$ cat config.mk
export PLATFORM = sky130hd
export DESIGN_NAME = fetch_prefetch
export DESIGN_NICKNAME = d
export VERILOG_FILES = /design/src/rtl/fetch_prefetch.sv
export SDC_FILE = /design/constraint.sdc
export NUM_CORES = 1
export LEC_CHECK = 0
export BUFFER_PORTS_ARGS = -buffer_cell sky130_fd_sc_hd__clkbuf_2
export CORE_UTILIZATION = 62
export DETAILED_ROUTE_END_ITERATION = 6
export PLACE_DENSITY_LB_ADDON = 0.08
export SLEW_MARGIN = 20
export SYNTH_ARGS = -nofsm -noshare
export SYNTH_HDL_FRONTEND = slang
export SYNTH_SLANG_ARGS = --single-unit
$ cat constraint.sdc
create_clock -name clk -period 6.36 [get_ports clk]
set_input_delay 1.272 -clock clk [delete_from_list [all_inputs] [get_ports clk]]
set_output_delay 1.272 -clock clk [all_outputs]
set_load 0.01 [all_outputs]
$ cat src/rtl/fetch_prefetch.sv
// Instruction-fetch stage: issues sequential word reads with up to MAX_OUTSTANDING in flight
// and buffers {pc, instr} pairs in a DEPTH-entry prefetch FIFO feeding decode.
module fetch_prefetch #(
  parameter int ADDR_W          = 32,
  parameter int INSTR_W         = 32,
  parameter int DEPTH           = 4,
  parameter int MAX_OUTSTANDING = 2,
  parameter logic [ADDR_W-1:0] RESET_PC = '0
) (
  input  logic               clk,
  input  logic               reset,
  output logic               mem_req_valid,
  input  logic               mem_req_ready,
  output logic [ADDR_W-1:0]  mem_req_addr,
  input  logic               mem_rsp_valid,
  input  logic [INSTR_W-1:0] mem_rsp_data,
  output logic               out_valid,
  output logic [INSTR_W-1:0] out_instr,
  output logic [ADDR_W-1:0]  out_pc,
  input  logic               stall,
  input  logic               flush,
  input  logic [ADDR_W-1:0]  flush_addr
);

  localparam int CW = $clog2(DEPTH + 1);
  localparam int OW = $clog2(MAX_OUTSTANDING + 1);
  localparam int PW = $clog2(DEPTH);
  localparam int QW = (MAX_OUTSTANDING > 1) ? $clog2(MAX_OUTSTANDING) : 1;
  localparam int SW = CW + OW;

  // Handshake: a request transfers on a rising edge where mem_req_valid && mem_req_ready;
  // while valid is high and not accepted, the address is held stable. Responses are never
  // back-pressured and arrive in request order, one per accepted request.

  logic [ADDR_W-1:0]  fetch_pc;
  logic [ADDR_W-1:0]  fifo_pc    [DEPTH];
  logic [INSTR_W-1:0] fifo_instr [DEPTH];
  logic [PW-1:0]      rd_ptr, wr_ptr;
  logic [CW-1:0]      count;
  logic [OW-1:0]      outstanding, drop;
  logic [ADDR_W-1:0]  addr_q [MAX_OUTSTANDING];
  logic [QW-1:0]      aq_head, aq_tail;

  logic          accept, push, pop;
  logic [SW-1:0] credit_used;
  logic [OW-1:0] rsp_dec;

  wire unused_flush_bits = ^flush_addr[1:0];

  function automatic logic [QW-1:0] q_next(input logic [QW-1:0] p);
    return (p == QW'(MAX_OUTSTANDING - 1)) ? '0 : p + QW'(1);
  endfunction

  // Credit counts both buffered words and in-flight reads (stale ones included),
  // so a returning response always finds room in the FIFO.
  assign credit_used   = SW'(count) + SW'(outstanding);
  assign mem_req_valid = !reset && !flush && (outstanding < OW'(MAX_OUTSTANDING))
                         && (credit_used < SW'(DEPTH));
  assign mem_req_addr  = fetch_pc;

  assign accept  = mem_req_valid && mem_req_ready;
  assign push    = mem_rsp_valid && !flush && (drop == '0);
  assign out_valid = (count != '0);
  assign pop     = out_valid && !stall && !flush;
  assign rsp_dec = OW'(mem_rsp_valid);

  assign out_pc    = fifo_pc[rd_ptr];
  assign out_instr = fifo_instr[rd_ptr];

  always_ff @(posedge clk) begin
    if (reset) begin
      fetch_pc    <= RESET_PC;
      rd_ptr      <= '0;
      wr_ptr      <= '0;
      count       <= '0;
      outstanding <= '0;
      drop        <= '0;
      aq_head     <= '0;
      aq_tail     <= '0;
    end else begin
      // Stale responses still retire their tracked address, keeping the queue aligned.
      if (mem_rsp_valid) aq_head <= q_next(aq_head);
      if (flush) begin
        fetch_pc    <= {flush_addr[ADDR_W-1:2], 2'b00};
        rd_ptr      <= '0;
        wr_ptr      <= '0;
        count       <= '0;
        outstanding <= outstanding - rsp_dec;
        drop        <= outstanding - rsp_dec;
      end else begin
        if (accept) begin
          fetch_pc <= fetch_pc + ADDR_W'(4);
          aq_tail  <= q_next(aq_tail);
        end
        if (push) wr_ptr <= wr_ptr + PW'(1);
        if (pop)  rd_ptr <= rd_ptr + PW'(1);
        count       <= count + CW'(push) - CW'(pop);
        outstanding <= outstanding + OW'(accept) - rsp_dec;
        if (mem_rsp_valid && (drop != '0)) drop <= drop - OW'(1);
      end
    end
  end

  always_ff @(posedge clk) begin
    if (!reset && !flush && accept) addr_q[aq_tail] <= fetch_pc;
    if (push) begin
      fifo_pc[wr_ptr]    <= addr_q[aq_head];
      fifo_instr[wr_ptr] <= mem_rsp_data;
    end
  end

  always_ff @(posedge clk) begin
    if (!reset && push && !pop) assert (count != CW'(DEPTH));
  end

endmodule

==> results by group, run 1 <==
Outcome
  • Status: complete, no violations

Clocking
  • Htree depth: 2
  • Clk sink count: 354
  • Clock Tree Buf Depth: 3
  • CTS buffer count: 35
  • Root Buffer: clkbuf_16
  • Clock slew at reported path FFs: 50 ps
  • CTS tree: yes
  • CTS resizes: 0
  • Post-CTS Repair Setup Buffers: 0
  • Worst skew pair latency: 500 ps
  • # hold bufs at CTS: 0

GRT
  • Largest net degree at the start of global routing: 63
  • Initial antenna violation count: 0
  • Total gr overflow: 0
  • Number of global-route vias before repair: 7365
  • GRT Util Overall: 23.4%
  • First-pass GRT wire length: 39800 um

Synthesis
  • Ys Warns: 0
  • Post-synth EDFFs: 308
  • Share of the yosys chip area belonging to registers: 74.2%
  • Main area contributors after synthesis: edfxtp_1, mux4_2, dfxtp_1
  • Count leader, synth: edfxtp_1
  • Commonest cells in the netlist: edfxtp_1, mux4_2, dfxtp_1, nand2_1, mux2_2
  • Synth unique cells: 52
  • Area share of the largest cell type after synthesis: 67.5%
  • Cell area after synthesis: 13700 um^2
  • Syn Inst Count: 743
  • Top_reg_cell synth: edfxtp_1
  • Share of synthesized registers carrying an async set or reset: 0%
  • Cell taking the most area after synthesis: edfxtp_1
  • Flop and latch count out of synthesis: 354
  • Syn Area/Cell: 18.4 um^2

STA
  • Worst-Margin Slew: 1010 ps
  • Final Hold Fails: 0
  • Final Max Tran Viols: 0
  • Final min period: 4050 ps
  • RSZ-0062 raised after global routing: no
  • Period utilisation layout: 63.7%
  • Endpoints failing setup: 0
  • Fmax: 247 MHz
  • Setup total negative slack: 0 ps
  • Worst slew margin: 32.6%
  • Worst clock skew: 15.6 ps

Place
  • Gpl congestion: 0.874
  • Buffers added on ports: 161
  • DP HPWL: 15400 um

Floorplan
  • Die Wd: 151 um
  • Initial core utilization: 63.0%
  • Die height: 151 um
  • Num rows: 54
  • Die ar.: 22700 um^2
  • Core Footprint: 21800 um^2
  • IO Pins: 168

Job
  • Max cap viols: 0

Routing
  • Routed via count: 7323
  • Routed WL: 25500 um
  • Via-per-instance ratio: 6.02
  • Number of routed nets with antenna violations: 0
  • Router iterations before antenna repair: 5
  • # DRC: 0
  • Drt wl/cell: 21.0 um
  • Initial DRC Count: 504

Power
  • P_leak: 5.34 nW
  • Tot Pwr: 0.00483 W
  • Worst ir drop on vdd: 0.172 mV
  • Pwr Density: 306 nW/um^2

Final layout
  • FILL cells: 1316
  • # diodes: 0
  • Core Util, Final: 72.6%
  • P&R area growth vs syn: 15.3%
  • Fraction of layout cells with a size suffix above 1: 34.2%
  • # nets final: 993

Hold path
  • Worst min-delay path class: reg -> reg

Worst setup path
  • Slowest stage cell, crit path: or2_2
  • Cell family with most CP delay: simple AND/OR/NAND/NOR gates
  • CP most frequent cell: clkbuf_2
  • Critical path cell sequence: clkbuf_2 -> or2_2 -> nor3b_1 -> clkbuf_2
  • CP Max Fanout: 40
  • Critical Path Start Type: primary input
  • Worst path bufs/invs: 2
  • WS Path Type: in -> out
  • Slowest stage delay, CP: 580 ps
  • Crit path DAT: 2780 ps
  • Critical Path End Type: output port
  • Worst EP required: 5090 ps
==> final cells by class <==
cell class                      instances  area (um^2)  share of cell area, %
Clock buffer                           53          986                   6.24
Clock inverter                         10         98.8                  0.626
Inverter                               19         71.3                  0.452
Multi-Input combinational cell        335         3280                   20.7
Sequential cell                       354        10200                   64.4
Tap cell                              280          350                   2.22
Timing Repair Buffer                  165          836                   5.29
==> layout by cell type (no fill, tap or decap), types with 17 or more instances in the layout <==
master	Yosys	layout
mux2_2	35	35
nand2_1	39	39
clkbuf_16	0	37
clkbuf_2	1	161
dfxtp_1	46	44
a21oi_1	24	24
inv_1	17	17
mux4_2	62	62
nor2_1	30	29
edfxtp_1	308	308
==> logic make-up (layout without fill, tap and decap cells) <==
| group | after synthesis | after routing | synth area share (%) |
|---|---|---|---|
| other | 1 | 4 | 0.0274 |
| adder cells (fa/ha/maj) | 13 | 13 | 1.24 |
| multiplexers | 97 | 97 | 13.1 |
| AO/OA/AOI/OAI | 68 | 68 | 3.24 |
| AND/OR/NAND/NOR | 136 | 136 | 5.07 |
| flip-flops | 354 | 354 | 74.2 |
| buffers and inverters | 57 | 247 | 2.01 |
| XOR/XNOR | 17 | 17 | 1.09 |
==> report_power, final <==
group / internal, W / total (W) / switching [W]
Clock: 0.00115 / 0.00194 / 0.000789
Sequential: 0.00259 / 0.00263 / 0.0000413
Combinational: 0.000110 / 0.000258 / 0.000149
==> worst min-delay path, delay by kind of cell, from the launching register on <==
kind / cells / cell delay (ps)
flip-flops: 1 / 340
AO/OA/AOI/OAI: 1 / 60
AND/OR/NAND/NOR: 1 / 70
==> path summary, 6_finish.rpt <==
kind,depth (start not counted),to,startpoint,slack (ps)
worst max-delay path,4,mem_req_valid,reset,2310
worst min-delay path,2,wr_ptr[1],wr_ptr[1],520
worst max register to register,6,addr_q[0][4],outstanding[1],2800
worst min register to register,2,wr_ptr[1],wr_ptr[1],520
==> metal layers <==
metal | GRT usage [%] | up-vias | share of wire (%)
li1 | - | 3289 | -
met1 | 31.3 | 3699 | 40
met2 | 39.2 | 300 | 50
met3 | 4.55 | 35 | 7.6
met4 | 7.10 | 0 | 1.9
met5 | 0 | - | 0
==> flip-flops by register name (all words and copies together) (netlist names), named ones only <==
name / cells
rd_ptr: 2
count: 3
fifo_pc: 120
drop: 2
aq_head: 1
addr_q: 60
outstanding: 2
fifo_instr: 128
mem_req_addr: 30
wr_ptr: 2
aq_tail: 1
==> stage by stage <==
stage / cells / worst slack, ps / cell area [um^2] / hold slack, ps
CTS: 1216 / 2260 / 15800 / 513
detailed placement: 1153 / 1870 / 14700 / 504
finish: 1216 / 2310 / 15800 / 518
global route: 1216 / 1960 / 15800 / 535
global placement: 1153 / 1970 / 14700 / 479
floorplan: 746 / 2440 / 13700 / 469
Power figures use the tool's default switching activity.
==> run 2: changes to the inputs <==
--- a/config.mk
+++ b/config.mk
@@ -6,7 +6,7 @@
 export NUM_CORES = 1
 export LEC_CHECK = 0
 export BUFFER_PORTS_ARGS = -buffer_cell sky130_fd_sc_hd__clkbuf_2
-export CORE_UTILIZATION = 62
+export CORE_UTILIZATION = 58
 export DETAILED_ROUTE_END_ITERATION = 6
 export PLACE_DENSITY_LB_ADDON = 0.08
 export SLEW_MARGIN = 20
==> constraint.sdc (replaced) <==
create_clock -name clk -period 3.8 [get_ports clk]
set_input_delay 0.76 -clock clk [delete_from_list [all_inputs] [get_ports clk]]
set_output_delay 0.76 -clock clk [all_outputs]
set_load 0.01 [all_outputs]
==> run 2 against run 1 <==
Clock skew is 0.66 ps lower. First-iteration DRC count grew 13%. Final area up 2.3%. Critical path type is now reg -> out.
==> results by group, run 2 (same netlist as run 1, synthesis figures left out) <==
Clocking
  • CTS buffer count: 37
  • Clock Tree Buf Depth: 3
  • Post-CTS Repair Setup Buffers: 0
  • Root Buffer: clkbuf_16
  • # hold bufs at CTS: 0
  • Clk sink count: 354
  • CTS tree: yes
  • Worst skew pair latency: 510 ps
  • Clock slew at reported path FFs: 60 ps
  • CTS resizes: 0
  • Htree depth: 2

Place
  • Placed insts: 1198
  • Placed Area: 14900 um^2
  • DP HPWL: 16500 um
  • Gpl congestion: 0.869
  • Buffers added on ports: 161
  • Worst Setup Slack post-DPL: 885 ps

GRT
  • First-pass GRT wire length: 40900 um
  • Number of global-route vias before repair: 7569
  • Total gr overflow: 0
  • Largest net degree at the start of global routing: 63
  • GRT Util Overall: 22.5%
  • Initial antenna violation count: 0

Routing
  • Number of routed nets with antenna violations: 0
  • Initial DRC Count: 571
  • Routed WL: 26400 um
  • Via-per-instance ratio: 5.83
  • Router iterations before antenna repair: 5
  • Drt wl/cell: 20.9 um
  • # DRC: 0
  • Routed via count: 7360

Job
  • Max cap viols: 0

Final layout
  • Max reg flops: 128
  • Final cell count without fillers: 1263
  • Post-route design area: 16200 um^2
  • # diodes: 0
  • Most frequent cells in the layout: edfxtp_1, clkbuf_2, mux4_2
  • Largest Register: fifo_instr
  • # nets final: 1007
  • Most common cell after layout, fill and taps aside: edfxtp_1
  • Fraction of layout cells with a size suffix above 1: 36.1%
  • P&R area growth vs syn: 18.0%
  • Largest registers: fifo_instr (128), fifo_pc (120), addr_q (60)

Power
  • P_leak: 5.51 nW
  • Int Pwr: 0.00682 W
  • Sw Pwr: 0.00172 W
  • Pwr Density: 529 nW/um^2
  • Worst ir drop on vdd: 0.304 mV
  • Net switching fraction of the power: 20.2%
  • Clock share of power: 43.2%
  • Combinational Power Share: 5.2%
  • Sequential share of power: 51.6%

STA
  • Endpoints failing setup: 0
  • Final min period: 2940 ps
  • Setup total negative slack: 0 ps
  • RSZ-0062 raised after global routing: no
  • Period utilisation layout: 77.4%
  • Final Max Tran Viols: 0
  • Final Hold Fails: 0
  • Worst clock skew: 14.9 ps
  • Fmax: 340 MHz
  • Final WS setup: 858 ps
  • Worst-Margin Slew: 1000 ps
  • Worst slew margin: 33.1%

Floorplan
  • Die ar.: 24200 um^2
  • IO Pins: 168
  • Die height: 156 um
  • Initial core utilization: 59.8%
  • Num rows: 55
  • Core Footprint: 22900 um^2
  • Die Wd: 156 um

Hold path
  • Hold endpoint: fifo_instr[3][0]
  • Cells on Worst Hold Path: 1
  • Hold path startpoint: mem_rsp_data[0]
  • Worst min-delay path class: in -> reg

Worst setup path
  • R2R Setup Slk: 940 ps
  • Critical Path End Type: output port
  • CP Max Fanout: 62
  • Worst r2r src: count[1]
  • Crit path DAT: 2180 ps
  • Critical Path Start Type: flop
  • Worst EP required: 3040 ps
  • Reg2reg end: outstanding[1]
  • WS Path Type: reg -> out
  • Reg2reg path depth: 11

Outcome
  • Status: complete, no violations
## run 2: changes by cell type in the layout (fill, tap and decap cells not counted), sizes merged
cell      delta
clkbuf       -3
clkinvlp     +1
buf         +12
clkinv       +1
bufinv       +3
## run 2: critical path, stage by stage, from the launching register on
cell	delay (ps)
dfxtp_4	940
mux4_2	460
clkbuf_2	150
## run 2: power by group through the flow
stage	clock network [W]	registers, W	logic (W)
final	0.00370	0.00441	0.000445
after CTS	0.00375	0.00441	0.000451
after global routing	0.00389	0.00441	0.000489
after floorplan	0	0.00448	0.000262
after global placement	0	0.00448	0.000429
after detailed placement	0	0.00449	0.000447
## run 2: cell type report
type                       instances  area (um^2)
tap                              313          392
timing repair buffer             177          976
sequential                       354        10200
clock inverter                    15          213
fill                            1472         6750
clock buffer                      50         1060
multi-input combinational        335         3280
inverter                          19         71.3
## run 2: per-stage QoR
stage / utilization, % / hold slack, ps / total power (W)
detailed placement: 65.0 / 500 / 0.00493
CTS: 70.5 / 452 / 0.00861
floorplan: - / 469 / 0.00474
global route: 70.5 / 462 / 0.00880
finish: 70.5 / 473 / 0.00855
global placement: 65.0 / 478 / 0.00491
## run 2: routing by layer
metal	wire length [um]	vias to the layer above	track usage, %
met5	0	-	0
met4	686	0	8.64
met3	1640	55	4.36
met2	13300	282	37.2
met1	10800	3697	29.8
li1	-	3326	-
## run 2: how the worst max path moves through the flow
stage | endpoint | depth (start not counted)
2_1_floorplan | addr_q[0][10] | 7
3_3_place_gp | outstanding[1] | 11
3_5_place_dp | outstanding[1] | 11
4_1_cts | out_instr[3] | 3
5_1_grt | out_instr[5] | 3
6_report | out_pc[17] | 2
==> run 3: changes to the inputs <==
--- a/config.mk
+++ b/config.mk
@@ -5,6 +5,7 @@
 export SDC_FILE = /design/constraint.sdc
 export NUM_CORES = 1
 export LEC_CHECK = 0
+export ABC_AREA = 1
 export BUFFER_PORTS_ARGS = -buffer_cell sky130_fd_sc_hd__clkbuf_2
 export CORE_UTILIZATION = 58
 export DETAILED_ROUTE_END_ITERATION = 6
==> constraint.sdc (replaced) <==
create_clock -name clk -period 3.05 [get_ports clk]
set_input_delay 0.61 -clock clk [delete_from_list [all_inputs] [get_ports clk]]
set_output_delay 0.61 -clock clk [all_outputs]
set_load 0.01 [all_outputs]
==> run 3 against run 2 <==
Die area increased by 5.0%. Final area increased by 4.5%. Power increased by 23%. Clock power increased by 18%. Sequential share of layout area decreased by 2.7 points. Clock skew increased by 7.2 ps. Utilization decreased by 1.1 points. Register-to-register slack got worse by 120 ps. Highest routed layer unchanged.
==> results by group, run 3 <==
Synthesis
  • Ys Warns: 0
  • Main area contributors after synthesis: edfxtp_1, dfxtp_1, nor2_1
  • Commonest cells in the netlist: edfxtp_1, nor2_1, nand2_1, o21ai_0, inv_1
  • Share of the yosys chip area belonging to registers: 70.7%
  • Syn Area/Cell: 11.8 um^2
  • Post-synth EDFFs: 308
  • Area share of the largest cell type after synthesis: 64.3%
  • Synth unique cells: 34
  • Cell area after synthesis: 14400 um^2
  • Count leader, synth: edfxtp_1
  • Cell taking the most area after synthesis: edfxtp_1
  • Share of synthesized registers carrying an async set or reset: 0%
  • Top_reg_cell synth: edfxtp_1
  • Syn Inst Count: 1219
  • Flop and latch count out of synthesis: 354

Clocking
  • Clock Tree Buf Depth: 3
  • CTS buffer count: 36
  • Worst skew pair latency: 510 ps
  • Clock slew at reported path FFs: 60 ps
  • Post-CTS Repair Setup Buffers: 0
  • CTS tree: yes
  • Root Buffer: clkbuf_16
  • CTS resizes: 0
  • Htree depth: 2
  • Clk sink count: 354
  • # hold bufs at CTS: 0

Final layout
  • Total area of sequential cells: 10200 um^2
  • Max reg flops: 128
  • # nets final: 1471
  • # diodes: 0
  • Largest registers: fifo_instr (128), fifo_pc (120), addr_q (60)
  • Fraction of layout cells with a size suffix above 1: 20.4%
  • Post-route design area: 16900 um^2
  • P&R area growth vs syn: 17.4%
  • Most frequent cells in the layout: edfxtp_1, nor2_1, nand2_1
  • Footprint of the multi-input gates: 3710 um^2
  • Most common cell after layout, fill and taps aside: edfxtp_1
  • FILL cells: 1750
  • Largest Register: fifo_instr

Place
  • Worst Setup Slack post-DPL: 547 ps
  • DP HPWL: 18200 um
  • Buffers added on ports: 161
  • Gpl congestion: 0.917
  • Placed Area: 15700 um^2

STA
  • Final min period: 2700 ps
  • RSZ-0062 raised after global routing: no
  • Fmax: 370 MHz
  • Final Max Tran Viols: 0
  • Endpoints failing setup: 0
  • Final WS setup: 348 ps
  • Worst-Margin Slew: 654 ps
  • Final Hold Fails: 0
  • Worst clock skew: 22.1 ps
  • Worst slew margin: 56.3%
  • Period utilisation layout: 88.6%

GRT
  • GRT Util Overall: 23.1%
  • Number of global-route vias before repair: 8790
  • First-pass GRT wire length: 46200 um
  • Total gr overflow: 0
  • Largest net degree at the start of global routing: 125
  • Initial antenna violation count: 0

Job
  • Max cap viols: 0

Worst setup path
  • CP Max Fanout: 38
  • Crit path DAT: 2090 ps
  • Reg2reg path depth: 12
  • Critical Path Start Type: flop
  • Worst EP required: 2440 ps
  • WS Path Type: reg -> out
  • Critical Path End Type: output port

Routing
  • Via-per-instance ratio: 5.42
  • Drt wl/cell: 16.9 um
  • # DRC: 0
  • Routed via count: 9422
  • Initial DRC Count: 689
  • Router iterations before antenna repair: 5
  • Routed WL: 29400 um
  • Number of routed nets with antenna violations: 0

Floorplan
  • Die Wd: 159 um
  • Core Footprint: 24300 um^2
  • IO Pins: 168
  • Initial core utilization: 59.2%
  • Die ar.: 25400 um^2
  • Num rows: 57
  • Die height: 159 um

Hold path
  • Cells on Worst Hold Path: 1
  • Worst min-delay path class: in -> reg

Power
  • Worst ir drop on vdd: 0.591 mV
  • Pwr Density: 620 nW/um^2
  • P_leak: 6.21 nW

Outcome
  • Status: complete, no violations
==> run 3: cell count changes in the layout (fill, tap and decap cells not counted), moves of 9 or more <==
cell,change
nand3_1,+30
o21ai_0,+135
nand2_1,+145
inv_1,+52
o22ai_1,+61
xnor2_1,-9
nor2_1,+160
mux4_2,-62
==> run 3: metrics by stage <==
step	TNS, ps	hold WS (ps)	utilization [%]	total power [W]	std cells
3_3_place_gp	0	441	64.6	0.00620	1674
6_report	0	327	69.5	0.0105	1737
5_1_grt	0	305	69.5	0.0108	1737
4_1_cts	0	306	69.5	0.0106	1737
3_5_place_dp	0	459	64.6	0.00621	1674
2_1_floorplan	-36080	436	-	0.00594	1222
==> run 3: path summary, 6_finish.rpt <==
kind	start	to	slack (ps)
max	flop	out_pc[4]	350
min	mem_rsp_data[25]	fifo_instr[3][25]	330
max reg2reg	count[1]	outstanding[1]	820
min reg2reg	rd_ptr[1]	flop	460
==> run 3: logic make-up after synthesis <==
kind of cell               share of synthesized area, %
and+or+nand+nor                                    12.3
DFF                                                70.7
AOI/OAI and AO/OA                                  9.01
buffers and inverters                              3.86
muxes                                              2.35
adders and majority gates                          1.18
xor gates and xnor gates                          0.548
other                                            0.0261
==> run 3: final cells by class <==
| class | instances | share of cell area, % |
|---|---|---|
| Clock buffer | 46 | 5.68 |
| Clock inverter | 17 | 1.25 |
| Inverter | 71 | 1.59 |
| Multi-Input combinational cell | 736 | 21.9 |
| Sequential cell | 354 | 60.2 |
| Tap cell | 324 | 2.40 |
| Timing Repair Buffer | 189 | 6.90 |
==> run 3: routing by layer <==
layer	global-route usage (%)	up-vias	share of wire (%)
met5	0	-	0
met2	38.6	292	48
met1	31.4	4463	44
li1	-	4620	-
met4	7.17	0	2.2
met3	3.70	47	5.9
==> run 3: critical path: stages (launching register included) <==
cell and delay (ps):
dfxtp_4 350, clkinv_2 260, buf_4 420, o21ai_0 130, o22ai_1 230, clkbuf_2 190
==> run 3: where the power goes <==
part	internal [W]	leakage, nW	switching, W	total [W]
logic	0.000239	2.47	0.000375	0.000614
clock network	0.00265	0.570	0.00172	0.00436
registers	0.00541	3.17	0.0000847	0.00550
